`src/rtl/alu_sequencer.sv`:
```
// Two-entry instruction FIFO feeding an IDLE/ISSUE/HALT sequencer that drives ALU datapath controls.
// Optional skip-on-zero (SKZ) support is compiled in when ALU_SEQUENCER_SKZ_EN is defined.
module alu_sequencer (
    input  logic        clk,
    input  logic        rst,
    input  logic        instr_valid,
    input  logic [15:0] instr_data,
    output logic        instr_ready,
    input  logic        zero,
    input  logic        resume,
    output logic [3:0]  read_reg1,
    output logic [3:0]  read_reg2,
    output logic [3:0]  write_reg,
    output logic [2:0]  alu_ctrl,
    output logic        reg_write,
    output logic        halted,
    output logic [7:0]  issue_count
);

    localparam logic [1:0] ST_IDLE  = 2'd0;
    localparam logic [1:0] ST_ISSUE = 2'd1;
    localparam logic [1:0] ST_HALT  = 2'd2;

    localparam logic [2:0] OP_SKZ  = 3'b001;
    localparam logic [2:0] OP_HALT = 3'b111;

    logic [1:0]  state;
    logic [1:0]  state_next;
    logic [15:0] fifo_mem [0:1];
    logic        rd_ptr;
    logic        wr_ptr;
    logic [1:0]  fifo_count;
    logic [1:0]  fifo_count_next;
    logic        push;
    logic        pop;
    logic [15:0] head;
    logic        head_is_alu;
    logic        head_is_halt;
    logic        skip_now;
    logic        do_write;
    logic        zero_flag;

    assign head         = fifo_mem[rd_ptr];
    assign head_is_alu  = ~head[15];
    assign head_is_halt = head[15] && (head[14:12] == OP_HALT);
    assign instr_ready  = (fifo_count != 2'd2);
    assign push         = instr_valid && instr_ready;
    assign pop          = (state == ST_ISSUE);
    assign do_write     = (state == ST_ISSUE) && head_is_alu && !skip_now;

    // Datapath controls are gated so they only carry head fields during a real write-back.
    assign reg_write = do_write;
    assign write_reg = do_write ? head[11:8]  : 4'd0;
    assign read_reg1 = do_write ? head[7:4]   : 4'd0;
    assign read_reg2 = do_write ? head[3:0]   : 4'd0;
    assign alu_ctrl  = do_write ? head[14:12] : 3'd0;
    assign halted    = (state == ST_HALT);

`ifdef ALU_SEQUENCER_SKZ_EN
    logic skip_pending;
    logic head_is_skz;

    assign head_is_skz = head[15] && (head[14:12] == OP_SKZ);
    assign skip_now    = skip_pending;

    // Arm on a taken SKZ; the next instruction popped (whatever it is) consumes the skip.
    always_ff @(posedge clk or posedge rst) begin
        if (rst) begin
            skip_pending <= 1'b0;
        end else if (state == ST_ISSUE) begin
            if (skip_pending) begin
                skip_pending <= 1'b0;
            end else if (head_is_skz && zero_flag) begin
                skip_pending <= 1'b1;
            end else begin
                skip_pending <= 1'b0;
            end
        end else begin
            skip_pending <= skip_pending;
        end
    end
`else
    assign skip_now = 1'b0;
`endif

    // Occupancy after this edge; a pop from a full FIFO frees space only from the next cycle.
    always_comb begin
        fifo_count_next = fifo_count;
        case ({push, pop})
            2'b10:   fifo_count_next = fifo_count + 2'd1;
            2'b01:   fifo_count_next = fifo_count - 2'd1;
            default: fifo_count_next = fifo_count;
        endcase
    end

    // Next-state logic.
    always_comb begin
        state_next = state;
        case (state)
            ST_IDLE: begin
                if (fifo_count != 2'd0) begin
                    state_next = ST_ISSUE;
                end else begin
                    state_next = ST_IDLE;
                end
            end
            ST_ISSUE: begin
                if (head_is_halt && !skip_now) begin
                    state_next = ST_HALT;
                end else if (fifo_count_next != 2'd0) begin
                    state_next = ST_ISSUE;
                end else begin
                    state_next = ST_IDLE;
                end
            end
            ST_HALT: begin
                if (resume) begin
                    state_next = ST_IDLE;
                end else begin
                    state_next = ST_HALT;
                end
            end
            default: state_next = ST_IDLE;
        endcase
    end

    // FIFO storage and pointers.
    always_ff @(posedge clk or posedge rst) begin
        if (rst) begin
            fifo_mem[0] <= 16'd0;
            fifo_mem[1] <= 16'd0;
            rd_ptr      <= 1'b0;
            wr_ptr      <= 1'b0;
            fifo_count  <= 2'd0;
        end else begin
            if (push) begin
                fifo_mem[wr_ptr] <= instr_data;
                wr_ptr           <= ~wr_ptr;
            end else begin
                wr_ptr <= wr_ptr;
            end
            if (pop) begin
                rd_ptr <= ~rd_ptr;
            end else begin
                rd_ptr <= rd_ptr;
            end
            fifo_count <= fifo_count_next;
        end
    end

    // Sequencer state, zero flag capture and issue counter.
    always_ff @(posedge clk or posedge rst) begin
        if (rst) begin
            state       <= ST_IDLE;
            zero_flag   <= 1'b0;
            issue_count <= 8'd0;
        end else begin
            state <= state_next;
            if (do_write) begin
                zero_flag   <= zero;
                issue_count <= issue_count + 8'd1;
            end else begin
                zero_flag   <= zero_flag;
                issue_count <= issue_count;
            end
        end
    end

endmodule
```
`config.mk`:
```
export PLATFORM = sky130hd
export DESIGN_NAME = alu_sequencer
export DESIGN_NICKNAME = d
export VERILOG_FILES = /design/src/rtl/alu_sequencer.sv
export SDC_FILE = /design/constraint.sdc
export NUM_CORES = 1
export LEC_CHECK = 0
export ABC_AREA = 1
export BUFFER_PORTS_ARGS = -buffer_cell sky130_fd_sc_hd__buf_2
export CAP_MARGIN = 10
export CORE_ASPECT_RATIO = 0.6
export CORE_MARGIN = 10
export CORE_UTILIZATION = 45
export CTS_CLUSTER_DIAMETER = 50
export DETAILED_ROUTE_END_ITERATION = 7
export GPL_TIMING_DRIVEN = 1
export PLACE_DENSITY_LB_ADDON = 0.3
export SLEW_MARGIN = 5
export SYNTH_ARGS = -nofsm -noshare
export SYNTH_HDL_FRONTEND = slang
export SYNTH_SLANG_ARGS = --single-unit
```
`constraint.sdc`:
```
create_clock -name clk -period 2.8 [get_ports clk]
set_input_delay 0.14 -clock clk [delete_from_list [all_inputs] [get_ports clk]]
set_output_delay 0.14 -clock clk [all_outputs]
set_load 0.01 [all_outputs]
```
; Word-level counts from Yosys, hierarchy flattened
; Cells that the tools add are included.
[classes]
eq_ne = 6
n_lt_le_gt_ge = 3
mux = 16
bitwise = 5
addsub = 3
n_reduce_logical = 7
[op_table]
columns = op, count
row1 = $mux 16, 4
row2 = $bwmux 32, 1
row3 = $demux 16 s1, 1
row4 = $mux 4, 3
row5 = $add 8x1->8 const B, 1
row6 = $pmux 2 s3, 1
row7 = $eq 2x1->1 const B, 2
row8 = $eq 2x2->1 const B, 2
row9 = $ge 2x2->1 const B, 2
row10 = $logic_and 1x1->1, 4
row11 = $mux 2, 2
row12 = $not 1->2, 2
row13 = $pmux 2 s2, 1
row14 = $reduce_bool 2->1, 2
row15 = $eq 3x3->1 const B, 1
row16 = $mux 3, 1
row17 = $not 1->1, 3
row18 = $add 2x1->2 const B, 1
row19 = $logic_not 2->1, 1
row20 = $lt 2x1->1 const B, 1
row21 = $mux 1, 2
row22 = $ne 2x2->1 const B, 1
row23 = $sub 2x1->2 const B, 1
[word_totals]
reg_bits = 46
out_inout_bits = 26

; Logic depth before layout (Yosys ltp)
[logic_depth]
ltp_word = 8
ltp_mapped = 11
mapped_depth_nobuf = 11

; Worst setup path after synthesis
; OpenSTA, ideal clock, no wires.
[synth_timing]
kind = reg2reg
from = register fifo_count[0]
to = register state[0]
arrival_ns = 1.321
t_required_ns = 2.679
n_path_buf = 0
stages_incl_launch_ff = 11
setup_ns = 0.121
path_slack_ns = 1.358
path_cell_list = dfrtp_1 inv_2 nand2_4 nand2_4 ha_1 inv_1 nand3_1 nand2_1 nand3_1 nand3_1 nand2_1
[synth_via]
elab_chain_len = 8
elab_cells_between_ends = 13
cone_classes = add/sub (2) / eq/ne (3) / mux (5) / reduce/logical (3)
[synth_rtl]
columns = element, line_no
row1 = start: declaration, 32  ; logic [1:0] fifo_count;
row2 = start signal: assignment, 147  ; fifo_count <= fifo_count_next;
row3 = $ne 2x2->1 *, 46  ; assign instr_ready = (fifo_count != 2'd2);
row4 = named net instr_ready, 8  ; output logic instr_ready,
row5 = $logic_and 1x1->1 *, 47  ; assign push = instr_valid && instr_ready;
row6 = $eq 2x1->1 or $eq 2x2->1 (tied branches), 89  ; case ({push, pop})
row7 = $pmux 2 s2 *, 89
row8 = $reduce_bool 2->1 *, 110  ; end else if (fifo_count_next != 2'd0) begin
row9 = $mux 1 *, 110
row10 = $mux 2 *, 108  ; if (head_is_halt && !skip_now) begin
row11 = $pmux 2 s3 *, 99  ; case (state)
row12 = named net state_next[0], 28  ; logic [1:0] state_next;
row13 = end signal: assignment, 158  ; state <= state_next;
row14 = end: declaration, 27  ; logic [1:0] state;
; Mark *: on every way through the listed nets, which the timed path passes. The rest lies on a longest branch.
; A chain may end at the register's enable or synchronous reset.

; Final worst setup path
[layout_timing]
from = register state[0]
to = output reg_write
[layout_via]
elab_chain_len = 2
[layout_rtl]
columns = element, line_no
row1 = $eq 2x1->1, 49  ; assign do_write = (state == ST_ISSUE) && head_is_alu && !skip_now;
row2 = $logic_and 1x1->1, 49
row3 = end: declaration, 15  ; output logic reg_write,
; Every way passes these cells.

==> metrics.md <==
| Metric | Value |
|---|---|
| Status | `complete, no violations` |
| Slew @ Worst Pin | `between 900 and 1000 ps` |
| CP startpoint | `state[0]` |
| Max-Cap Viols | `0` |
| Post-synthesis sequential area ratio | `0.5114` |
| #FFs+latches synth | `between 40 and 50` |
| Cells after DPL | `around 360` |
| Synth top area share | `0.5114` |
| Max Transition Viols Final | `0` |
| Cells after Synth | `around 260` |
| Crit path capture | `reg_write` |
| Nets | `about 320` |
| # setup viols final | `0` |
| R2R Path Start | `state[0]` |
| Mapped cell area | `around 2300 um^2` |
| Placeable core area | `roughly 4700 um^2` |
| Setup_tns | `0 ps` |
| Average wire per standard cell | `13.56 um` |
| RePlAce Congestion | `roughly 0.74` |
| Syn_area_per_cell | `8.827 um^2` |
| Crit Path Class | `register to output port` |
| Die span in y | `between 70 and 80 um` |
| Pwr dens | `~1200 nW/um^2` |
| ANT cells | `0` |
| Detailed-route via count | `~1700` |
| Final Hold Vio Count | `0` |
| Fillers | `472` |
| Clock buffer depth | `2` |
| Die Wd | `111.3 um` |
| Std-Cell Rows | `19` |
| Cts repair resizes | `0` |
| Clk sink count | `46` |
| Worst-path clk slew | `80 ps` |
| Synth area leader | `dfrtp_1` |
| Routed Antenna Nets | `0` |
| CTS Buf Count | `5` |
| Post-Syn Nets | `~280` |
| Largest cells by area after synthesis | `dfrtp_1, nand2_1, mux2_4, inv_1, o21ai_0` |
| Routed vias/inst | `4.754` |
| Static leakage | `between 1 and 1.5 nW` |
| Hold WC Path Type | `input pin to register` |
| Worst Path Max Fanout | `14` |
| Most common cell in the netlist | `nand2_1` |
| WL final | `about 5 mm` |
| Max Clock Skew | `7.331 ps` |
| Setup Buffers After CTS | `0` |
| Most used DFF post-synth | `dfrtp_1` |
| Min setup slack post-route | `slightly above 700 ps` |
| Hold buffers post-CTS | `0` |
| Later-pin clock latency in the skew report | `between 200 and 300 ps` |
| Tmin final | `roughly 2100 ps` |
| IO Count | `47` |
| Vias in the first global route | `1804` |
| Critical R2R Capture | `issue_count[1]` |
| Fraction of layout cells with a size suffix above 1 | `0.2408` |
| Synth cell types | `25` |
| Worst R2R Setup Slack | `approximately 1100 ps` |
| Unrepaired setup endpoints after global routing | `false` |
| Cell Count, Final, Fillers Out | `362` |
| Total GRT Usage | `0.1250` |
| Slew headroom | `0.3632` |
| CTS Root Cell | `clkbuf_8` |
| Worst hold slack | `between 20 and 30 ps` |
| DP Worst Slack | `just under 1000 ps` |
| Max Fclk | `478.0 MHz` |
| Yosys warnings | `0` |
| Hold_sp | `resume` |
| Port bufs | `45` |
| HPWL Detailed | `between 3 and 4 mm` |
| Die outline area | `~8300 um^2` |
| Tcrit/Tclk final | `0.7471` |
| Worst Reg-to-Reg Cells | `7` |
| Area grow syn2layout | `15.45%` |
| First-pass DRT Iterations | `4` |
| Post-synth EDFFs | `0` |
| First-pass GRT wire length | `roughly 8.7 mm` |
| Initial Util | `0.4782` |
| GRT overflow | `0` |
| Max IR drop VDD | `approximately 0.44 mV` |
| Largest net degree at the start of global routing | `47` |
| Critical Path RT | `between 2000 and 3000 ps` |
| Remaining DRCs | `0` |
| Antenna violations before repair | `0` |
| H-tree levels | `2` |
| Total Power | `~3.0 mW` |
| TritonCTS clock tree | `done` |
| Drt first-iter violations | `a little under 100` |
| Commonest cells in the netlist | `nand2_1, dfrtp_1, inv_1, o21ai_0` |
| FFs w/ async S/R, synth | `1.000` |
| Critical Path Source Type | `register` |
| Crit end category | `output port` |
| CP Data Arrival Time | `between 1500 and 2000 ps` |
[layer usage]
layer	vias to the layer above	track usage	part of all wire
met2	32	0.1929	0.42
met1	797	0.1646	0.52
met4	0	0.04255	0.0059
met5	-	0	0
met3	2	0.03889	0.049
li1	890	-	-
[worst min path at each step]
| stage | endpoint | slack [ps] | depth (start not counted) |
|---|---|---|---|
| 6_report | state[1] | 30 | 2 |
| 2_1_floorplan | state[1] | 250 | 1 |
| 4_1_cts | state[1] | 10 | 2 |
| 3_5_place_dp | state[1] | 330 | 2 |
| 3_3_place_gp | state[1] | 330 | 2 |
| 5_1_grt | state[1] | 20 | 2 |
[worst max-delay path, cell delays in order (launching register included)]
cell and delay [ps]:
dfrtp_1 360, inv_1 70, nor2_2 200, nand2_1 380, buf_4 320, inv_1 170
buf_2 170
[where the power goes]
| part | leakage, nW | internal [mW] | switching, mW |
|---|---|---|---|
| clock network | 0.0431 | 0.191 | 0.207 |
| logic | 0.778 | 0.575 | 0.856 |
| registers | 0.559 | 0.978 | 0.191 |
[flip-flops by register name, indices dropped and copies added (netlist names)]
| signal | flops |
|---|---|
| fifo_count | 2 |
| wr_ptr | 1 |
| rd_ptr | 1 |
| state | 2 |
| issue_count | 8 |
| fifo_mem | 32 |
[final cells by class]
class / instances / area, um^2 / area share
sequential: 46 / 1151 / 0.4429
multi-input combinational: 173 / 944.7 / 0.3635
clock buffer: 6 / 82.58 / 0.03178
inverter: 27 / 101.3 / 0.03900
tap: 63 / 78.83 / 0.03033
timing repair buffer: 47 / 240.2 / 0.09244
[logic make-up (layout without fill, tap and decap cells)]
kind of cell | after synthesis | count (layout) | synth area share
multiplexers | 11 | 11 | 0.07004
adder cells (fa/ha/maj) | 2 | 2 | 0.01112
AND/OR/NAND/NOR | 113 | 113 | 0.2140
XOR/XNOR | 8 | 8 | 0.03113
buffers and inverters | 36 | 80 | 0.06893
AO/OA/AOI/OAI | 39 | 39 | 0.09339
flip-flops | 46 | 46 | 0.5114
[cell usage in the layout (no fill, tap or decap)]
cell       n
nand3_4    1
a21oi_1   12
clkbuf_8   6
nand2_4    2
mux2_4     9
nor2_8     1
inv_1     24
xor2_1     8
o21ai_0   17
nand4_1    1
o21ai_1    4
o211ai_1   1
dfrtp_1   46
nand2_1   89
buf_4      2
nor3_1     1
nand3_1    5
buf_2     45
ha_1       2
nor2_1    12
inv_2      3
o21a_1     5
nor2_2     1
mux2_2     2
[stage by stage]
| step | area [um^2] | utilization |
|---|---|---|
| floorplan | 2251 | - |
| global placement | 2516 | 0.5346 |
| detailed placement | 2516 | 0.5346 |
| CTS | 2599 | 0.5521 |
| global route | 2599 | 0.5521 |
| finish | 2599 | 0.5521 |
Note: power is estimated with default switching activity, not from simulation.
